File: src/rtl/rr_arb_mux.sv
// N-channel round-robin arbitrating mux with valid/ready handshake and one registered output stage.
// Define RR_MUX_HOLD_EN to add in_last and lock arbitration to one channel for a whole packet.
module rr_arb_mux #(
  parameter int WIDTH = 32,
  parameter int NCH   = 4,
  parameter int SEL_W = 5
) (
  input  logic                 clock,
  input  logic                 reset_n,
  input  logic [NCH*WIDTH-1:0] in_data,
  input  logic [NCH-1:0]       in_valid,
`ifdef RR_MUX_HOLD_EN
  input  logic [NCH-1:0]       in_last,
`endif
  output logic [NCH-1:0]       in_ready,
  output logic [WIDTH-1:0]     out_data,
  output logic                 out_valid,
  input  logic                 out_ready,
  output logic [SEL_W-1:0]     out_sel
);

  logic [WIDTH-1:0] out_data_r;
  logic             out_valid_r;
  logic [SEL_W-1:0] out_sel_r;
  logic [SEL_W-1:0] rr_ptr_r;

  logic             load_s;
  logic [NCH-1:0]   eligible_s;
  logic [NCH-1:0]   rot_s;
  logic [SEL_W-1:0] off_s;
  logic [SEL_W:0]   sum_s;
  logic [SEL_W-1:0] gidx_s;
  logic             any_s;
  logic [NCH-1:0]   grant_s;
  logic [SEL_W-1:0] next_ptr_s;
  logic [WIDTH-1:0] sel_data_s;
  logic             last_s;

  assign load_s = !out_valid_r || out_ready;

`ifdef RR_MUX_HOLD_EN
  logic             lock_r;
  logic [SEL_W-1:0] lock_ch_r;
  logic [NCH-1:0]   lock_mask_s;

  // While a packet is in flight only its channel may win arbitration.
  always_comb begin
    lock_mask_s = '0;
    for (int i = 0; i < NCH; i++) begin
      lock_mask_s[i] = (lock_ch_r == SEL_W'(i));
    end
    if (lock_r) begin
      eligible_s = in_valid & lock_mask_s;
    end else begin
      eligible_s = in_valid;
    end
  end

  // Last-beat flag of the granted channel.
  always_comb begin
    last_s = |(grant_s & in_last);
  end

  // Packet lock: set on a non-last accepted beat, cleared by its last beat.
  always_ff @(posedge clock or negedge reset_n) begin
    if (!reset_n) begin
      lock_r    <= 1'b0;
      lock_ch_r <= '0;
    end else if (load_s && any_s) begin
      if (!last_s) begin
        lock_r    <= 1'b1;
        lock_ch_r <= gidx_s;
      end else begin
        lock_r    <= 1'b0;
        lock_ch_r <= lock_ch_r;
      end
    end
  end
`else
  // Every beat is arbitrated on its own.
  always_comb begin
    eligible_s = in_valid;
    last_s     = 1'b1;
  end
`endif

  // Rotate requests so the priority search starts at rr_ptr, then map the winner back.
  always_comb begin
    rot_s = NCH'({eligible_s, eligible_s} >> rr_ptr_r);
    off_s = '0;
    for (int k = NCH - 1; k >= 0; k--) begin
      if (rot_s[k]) begin
        off_s = SEL_W'(k);
      end else begin
        off_s = off_s;
      end
    end
    sum_s = {1'b0, rr_ptr_r} + {1'b0, off_s};
    if (sum_s >= (SEL_W+1)'(NCH)) begin
      gidx_s = SEL_W'(sum_s - (SEL_W+1)'(NCH));
    end else begin
      gidx_s = sum_s[SEL_W-1:0];
    end
    any_s   = |rot_s;
    grant_s = '0;
    for (int i = 0; i < NCH; i++) begin
      grant_s[i] = any_s && (gidx_s == SEL_W'(i));
    end
  end

  // Data of the granted channel and the pointer just past it.
  always_comb begin
    sel_data_s = '0;
    for (int i = 0; i < NCH; i++) begin
      if (grant_s[i]) begin
        sel_data_s = in_data[i*WIDTH +: WIDTH];
      end else begin
        sel_data_s = sel_data_s;
      end
    end
    if (gidx_s == SEL_W'(NCH - 1)) begin
      next_ptr_s = '0;
    end else begin
      next_ptr_s = gidx_s + SEL_W'(1);
    end
  end

  // Handshake back to producers; forced low while reset is asserted.
  always_comb begin
    if (!reset_n) begin
      in_ready = '0;
    end else if (load_s) begin
      in_ready = grant_s;
    end else begin
      in_ready = '0;
    end
  end

  // Output register and round-robin pointer.
  always_ff @(posedge clock or negedge reset_n) begin
    if (!reset_n) begin
      out_data_r  <= '0;
      out_valid_r <= 1'b0;
      out_sel_r   <= '0;
      rr_ptr_r    <= '0;
    end else if (load_s) begin
      if (any_s) begin
        out_data_r  <= sel_data_s;
        out_sel_r   <= gidx_s;
        out_valid_r <= 1'b1;
        if (last_s) begin
          rr_ptr_r <= next_ptr_s;
        end
      end else begin
        out_valid_r <= 1'b0;
      end
    end
  end

  assign out_data  = out_data_r;
  assign out_valid = out_valid_r;
  assign out_sel   = out_sel_r;

endmodule

File: config.mk
export PLATFORM = sky130hd
export DESIGN_NAME = rr_arb_mux
export DESIGN_NICKNAME = d
export VERILOG_FILES = /design/src/rtl/rr_arb_mux.sv
export SDC_FILE = /design/constraint.sdc
export NUM_CORES = 1
export LEC_CHECK = 0
export BUFFER_PORTS_ARGS = -buffer_cell sky130_fd_sc_hd__buf_2
export CAP_MARGIN = 20
export CORE_AREA = 2 2 105 77
export CTS_BUF_LIST = sky130_fd_sc_hd__clkbuf_8
export CTS_CLUSTER_DIAMETER = 80
export DETAILED_ROUTE_END_ITERATION = 16
export DIE_AREA = 0 0 107 79
export PLACE_DENSITY = 0.84
export SETUP_SLACK_MARGIN = 0.02
export SLEW_MARGIN = 20
export SYNTH_ARGS = -nofsm -noshare
export SYNTH_HDL_FRONTEND = slang
export SYNTH_SLANG_ARGS = --single-unit
File: constraint.sdc
create_clock -name clock -period 6.92 [get_ports clock]
set_input_delay 0.346 -clock clock [delete_from_list [all_inputs] [get_ports clock]]
set_output_delay 0.346 -clock clock [all_outputs]
set_load 0.01 [all_outputs]
==> results of run 1 <==
==> critical path: cells and delay by family, from the launching register on <==
family,cells,cell delay [ps]
and+or+nand+nor,7,1240
DFF,1,560
buffers and inverters,3,660
AOI/OAI and AO/OA,5,1170
adders and majority gates,3,930
==> synth_stat cells, types with 3 or more instances <==
master | instances | area (sq um)
a211oi_1 | 63 | 473
buf_4 | 6 | 45.0
nor3b_1 | 32 | 240
dfrtp_1 | 43 | 1080
o21ai_1 | 30 | 150
nor2b_1 | 3 | 18.8
buf_2 | 5 | 25.0
nand2_1 | 78 | 293
nand2b_1 | 6 | 37.5
inv_1 | 4 | 15.0
ha_1 | 8 | 100
nor4_2 | 3 | 37.5
o21ai_0 | 12 | 60.1
a21oi_1 | 41 | 205
and2_1 | 6 | 37.5
clkbuf_1 | 31 | 116
nor3_1 | 4 | 20.0
nand3_1 | 5 | 25.0
nor2_1 | 37 | 139
==> power by group <==
group | switching (mW) | internal, mW
clock network | 0.0832 | 0.104
registers | 0.0803 | 0.352
logic | 0.745 | 0.483
==> stage by stage <==
stage | util, % | hold slack, ps
3_5_place_dp | 57.2 | 457
4_1_cts | 58.5 | 143
3_3_place_gp | 57.2 | 452
6_report | 58.6 | 122
5_1_grt | 58.6 | 172
2_1_floorplan | - | 50.4
==> layout by cell type (no fill, tap or decap), types with 3 or more instances in the layout <==
| master | count |
|---|---|
| nand3_1 | 4 |
| ha_1 | 5 |
| a211oi_1 | 63 |
| clkbuf_8 | 5 |
| a21oi_1 | 41 |
| nor2b_1 | 3 |
| inv_1 | 5 |
| nor2_1 | 37 |
| nor3_1 | 4 |
| o21ai_1 | 30 |
| nand2b_1 | 6 |
| buf_2 | 176 |
| and2_1 | 6 |
| nor3b_1 | 32 |
| nand2_1 | 78 |
| o21ai_0 | 12 |
| buf_4 | 4 |
| nor4_2 | 3 |
| dfrtp_1 | 43 |
==> metal layers <==
layer | up-vias | share of wire [%]
met2 | 172 | 47
met1 | 1736 | 44
met3 | 19 | 7.1
met4 | 0 | 1.7
met5 | - | 0
li1 | 1905 | -
==> cell type report <==
cell class	instances	area, sq um	share of cell area [%]
clock inverter	2	33.8	0.765
inverter	4	15.0	0.340
timing repair buffer	180	911	20.6
sequential	43	1080	24.4
tap	101	126	2.86
multi-input combinational	362	2190	49.5
clock buffer	5	68.8	1.56
==> sequential cells by signal, indices dropped and copies added, names as in the netlist <==
signal     flops
out_data      32
out_sel        5
rr_ptr_r       5
out_valid      1
==> how the worst max path moves through the flow <==
stage / start / endpoint / slack [ps] / depth (start not counted)
4_1_cts: rr_ptr_r[1] / in_ready[3] / 1780 / 15
3_3_place_gp: rr_ptr_r[0] / in_ready[2] / 2410 / 18
2_1_floorplan: rr_ptr_r[0] / in_ready[0] / 2940 / 18
6_report: rr_ptr_r[0] / in_ready[3] / 1720 / 18
3_5_place_dp: rr_ptr_r[1] / in_ready[3] / 2100 / 15
5_1_grt: rr_ptr_r[1] / in_ready[3] / 1250 / 15
==> cell families after synthesis <==
group / Yosys count
AO/OA/AOI/OAI: 164
XOR/XNOR: 4
adder cells (fa/ha/maj): 9
buffers and inverters: 49
flip-flops: 43
AND/OR/NAND/NOR: 185
==> impl_metrics.toml, run 1 <==
[worst_setup_path]
path_cells = "and2_1, nor3_1, a311oi_1, nor3_1, o21ai_0, nor4b_1, ha_1, fa_1, inv_1, ha_1, buf_4, a21boi_1, nand2b_1, o221ai_1, a21oi_1, and3_4, and2_1, buf_2"
rr_worst_depth = 17
r2r_setup_slack_ps = 2020
slowest_delay_ps = 560
critPathMaxFanout = 35
cpMaxStageDelayCell = "dfrtp_1"
required_ps = 6570
path_class = "flop to output pin"
crit_path_end_kind = "output pin"
worst_setup_path_start_kind = "flop"
r2r-end = "out_data[0]"
cp.arrival_ps = 4860
r2r-start = "rr_ptr_r[0]"

[place]
hpwl_mm = 7.78
post-place-ws_ps = 2100
io_buffers = 176
postPlaceCellArea_sq_um = 4310
place_congestion = 0.855
dp.cells = 690

[synthesis]
synth-compound-area-share_pct = 30.7
synth_xor_area_share_pct = 1.45
synthDistinctLibCells = 48
avgSynthCellArea_sq_um = 7.62
yosys_warnings = 0
syn_nets = 598
syn-cell-area_sq_um = 3460
synth-simple-area-share_pct = 26.9
postSynthCellCount = 454
synth.area.mux_share_pct = 0
synth-seq-area-share_pct = 31.1
ys_ff_latch = 43
yosys_most_used_dff = "dfrtp_1"
postSynth.asyncResetShare_pct = 100
synth-edff-count = 0
synth_top_family_by_area = "compound AO/OA/AOI/OAI gates"
synthAdderAreaFrac_pct = 3.47

[clocking]
hold_buffers = 0
clk_pin_slew_worst_paths_ps = 80
post-cts-setup-buffers = 0
htree_levels = 2
cts_root_buf = "clkbuf_8"
post_cts_resized = 0
clkLatencyLatePin_ps = 290
cts.sinks = 43
cts_buffers = 5
cts_tree = "yes"
cts_max_path_buffers = 2

[sta]
skew_ps = 6.04
fmax_mhz = 192
setup_viol = 0
max_slew_margin_pct = 29.6
worst_slack_ps = 1720
fin_crit_sh_pct = 75.2
worst_slew_pin_slew_ps = 1060
rsz0062_at_grt = "no"
tns_ps = 0
final_max_slew_viol_count = 0
finalCriticalPeriod_ps = 5200
hold_viol = 0

[global_route]
use_met3_pct = 4.68
grt-ovfl-total = 0
grt_use_total_pct = 25.7
met1_usage_pct = 33.7
top_usage_layer = "met2"
grt_max_degree = 66
globalRouteMet2Util_pct = 43.9
grt_pass1_wl_mm = 17.5
antenna_found_initial = 0
grt_pass1_vias = 3678

[hold_path]
hold_path.class = "primary input to asynchronous set/reset pin"

[layout]
finalNetCount = 740
drive_above_1_share_pct = 34.1
area_growth_pct = 27.7
antenna_cells = 0
finalInstanceArea_sq_um = 4420
fillers = 733
stdcell_count = 697

[pwr]
pwr_density_cell_nw_per_um2 = 418
p_leak_nw = 2.08
total_power_mw = 1.85
peakVddDrop_mv = 0.220

[routing]
via_per_inst = 5.50
wire_per_inst_um = 15.3
drtIter0Drc = 229
antenna_left = 0
via_count = 3832
route.detailed.drc = 0
drt-total-wl_mm = 10.7
firstDrtPassIters = 4

[run]
maxCapViolCount = 0

[floorplanning]
die_h_um = 79
die_w_um = 107
io_pins = 177
placementRows = 27
fp.dieArea_sq_um = 8450
initial_core_util_pct = 45.9
core-area_sq_um = 7530

[status]
status = "finished clean"
Note: power is estimated with default switching activity, not from simulation.
==> run 2: changes to the inputs <==
ABC_AREA = 1   (was unset)
CORE_AREA = 2 2 118 86   (was 2 2 105 77)
DIE_AREA = 0 0 120 88   (was 0 0 107 79)
PLACE_DENSITY = 0.8   (was 0.84)
clock period = 4.77 ns   (was 6.92 ns; I/O delays follow)
==> run 2 against run 1 <==
  * Combinational power shrank 91%
  * Sequential share of layout area shrank 3.3 points
  * Final area grew 16%
  * Largest cell class unchanged
  * Largest power group is now registers
==> impl_metrics.toml, run 2 <==
[sta]
finalCriticalPeriod_ps = 4420
fmax_mhz = 226
hold_viol = 0
skew_ps = 9.31
tns_ps = 0
hold_ws_ps = 25.2
worst_slew_pin_slew_ps = 710
fin_crit_sh_pct = 92.6
setup_viol = 0
final_max_slew_viol_count = 0
rsz0062_at_grt = "no"
max_slew_margin_pct = 52.5

[worst_setup_path]
cp.arrival_ps = 4180
crit_path_end_kind = "output pin"
cp.depth = 21
cpMaxStageDelayCell = "dfrtp_1"
cpLargestDelayFamily = "simple AND/OR/NAND/NOR gates"
path_class = "flop to output pin"
slowest_delay_ps = 500
critPathMaxFanout = 33
rr_worst_depth = 26
path_buf_inv = 4
worst_setup_path_start_kind = "flop"
path_cells = "inv_2, nor2_1, nand2_1, nand2_1, nand2_1, nand4_1, a21boi_0, ha_1, fa_1, xor2_1, inv_1, ha_1, inv_1, nor2_4, nand3_4, nand2_1, o21ai_2, nor2_4, nand3b_4, nor2_1, buf_2"
required_ps = 4530
crit_top_cell = "nand2_1"

[synthesis]
syn_nets = 868
avgSynthCellArea_sq_um = 5.75
postSynthCellCount = 724
synthDistinctLibCells = 31
syn-cell-area_sq_um = 4160
yosys_warnings = 0
yosysMostFrequentCell = "nand2_1"
yosys_most_used_dff = "dfrtp_1"
synthTopCellsByArea = "nand2_1, dfrtp_1, nand3_1"
ys_top_cells_by_count = "nand2_1, nand3_1, inv_1"
postSynth.asyncResetShare_pct = 100
ys_ff_latch = 43
synth-edff-count = 0
synth-seq-area-share_pct = 25.9
yosys.area.top_type = "nand2_1"
yosysTopAreaCellShare_pct = 31.2

[floorplanning]
placementRows = 30
die_h_um = 88
fp.dieArea_sq_um = 10600
initial_core_util_pct = 44.2
die_w_um = 120
io_pins = 177
core-area_sq_um = 9420

[layout]
finalNetCount = 1020
finalInstanceArea_sq_um = 5110
stdcell_count = 1004
drive_above_1_share_pct = 24.5
final_core_util_pct = 54.2
largest_reg_flops = 32
antenna_cells = 0
area_growth_pct = 22.8
final_cell_mix = "nand2_1, buf_2, nand3_1"
final_common_cell = "nand2_1"

[global_route]
top_usage_layer = "met2"
grt_pass1_wl_mm = 20.6
antenna_found_initial = 0
grt_max_degree = 61
grt_use_total_pct = 24.2
grt-ovfl-total = 0
globalRouteMet2Util_pct = 37.9
grt_pass1_vias = 4257
use_met3_pct = 3.78
met1_usage_pct = 35.9

[place]
postPlaceCellArea_sq_um = 5000
hpwl_mm = 9.24
place_congestion = 0.903
dp.cells = 996
io_buffers = 176

[pwr]
p_leak_nw = 3.57
peakVddDrop_mv = 0.0873
pwr_density_cell_nw_per_um2 = 141

[routing]
drtIter0Drc = 310
drt-total-wl_mm = 13.2
wire_per_inst_um = 13.1
firstDrtPassIters = 5
via_count = 4851
via_per_inst = 4.83
route.detailed.drc = 0
antenna_left = 0

[clocking]
cts_root_buf = "clkbuf_8"
cts.sinks = 43
cts_max_path_buffers = 2
hold_buffers = 0
clk_pin_slew_worst_paths_ps = 90
cts_buffers = 5
clkLatencyLatePin_ps = 300
cts_tree = "yes"
htree_levels = 2

[status]
status = "finished clean"

[hold_path]
hold_path.class = "primary input to asynchronous set/reset pin"

[run]
maxCapViolCount = 0
-- run 2: changes by cell type after synthesis, moves of 24 or more --
cell / change
a211oi_1: -63
o21ai_1: -29
a21oi_1: -39
inv_1: +107
nor2_1: -24
clkbuf_1: -26
nand2_1: +268
nor3b_1: -32
nand3_1: +112
-- run 2: logic make-up after synthesis --
logic type               share of synthesized area [%]
AND/OR/NAND/NOR                                   51.0
AO/OA/AOI/OAI                                     2.20
adder cells (fa/ha/maj)                           2.89
flip-flops                                        25.9
XOR/XNOR                                          1.05
buffers and inverters                             17.0
-- run 2: metal layers --
metal	routed length [um]	vias up
met4	165	0
met2	5370	232
met5	0	-
li1	-	2482
met1	6440	2120
met3	1200	17
-- run 2: per-stage QoR --
stage               worst slack [ps]  power (mW)
floorplan                       1300       0.413
global placement                 642       0.484
detailed placement               527       0.483
CTS                              180       0.728
global route                    46.2       0.755
finish                           354       0.723
-- run 2: layout make-up --
type                            instances  area [sq um]
Clock buffer                            6          82.6
Fill cell                             978          4310
Timing Repair Buffer                  186           960
Inverter                              114           428
Multi-Input combinational cell        526          2400
Clock inverter                          1          5.00
Sequential cell                        43          1080
Tap cell                              128           160
-- run 2: path summary, 6_finish.rpt --
path | from | endpoint | slack [ps]
setup / recovery | rr_ptr_r[1] | in_ready[3] | 350
hold / removal | reset_n | out_data[2] | 30
setup reg to reg | rr_ptr_r[1] | out_data[15] | 480
hold reg to reg | out_data[30] | out_data[30] | 480
max in group asynchronous | reset_n | out_data[13] | 4340
min in group clock | in_data[104] | out_data[8] | 230
-- run 2: timing repair --
action | 4_1_cts | 5_1_grt
setup buffers | 0 | 0
setup endpoints to repair | 0 | 3
gates resized for setup | 0 | 4
-- run 2: power by group --
group / total, mW / leakage, nW / switching (mW) / internal [mW]
combinational: 0.108 / 2.95 / 0.0574 / 0.0503
sequential: 0.370 / 0.579 / 0.00369 / 0.366
clock: 0.245 / 0.0470 / 0.131 / 0.114
total: 0.723 / 3.57 / 0.192 / 0.531
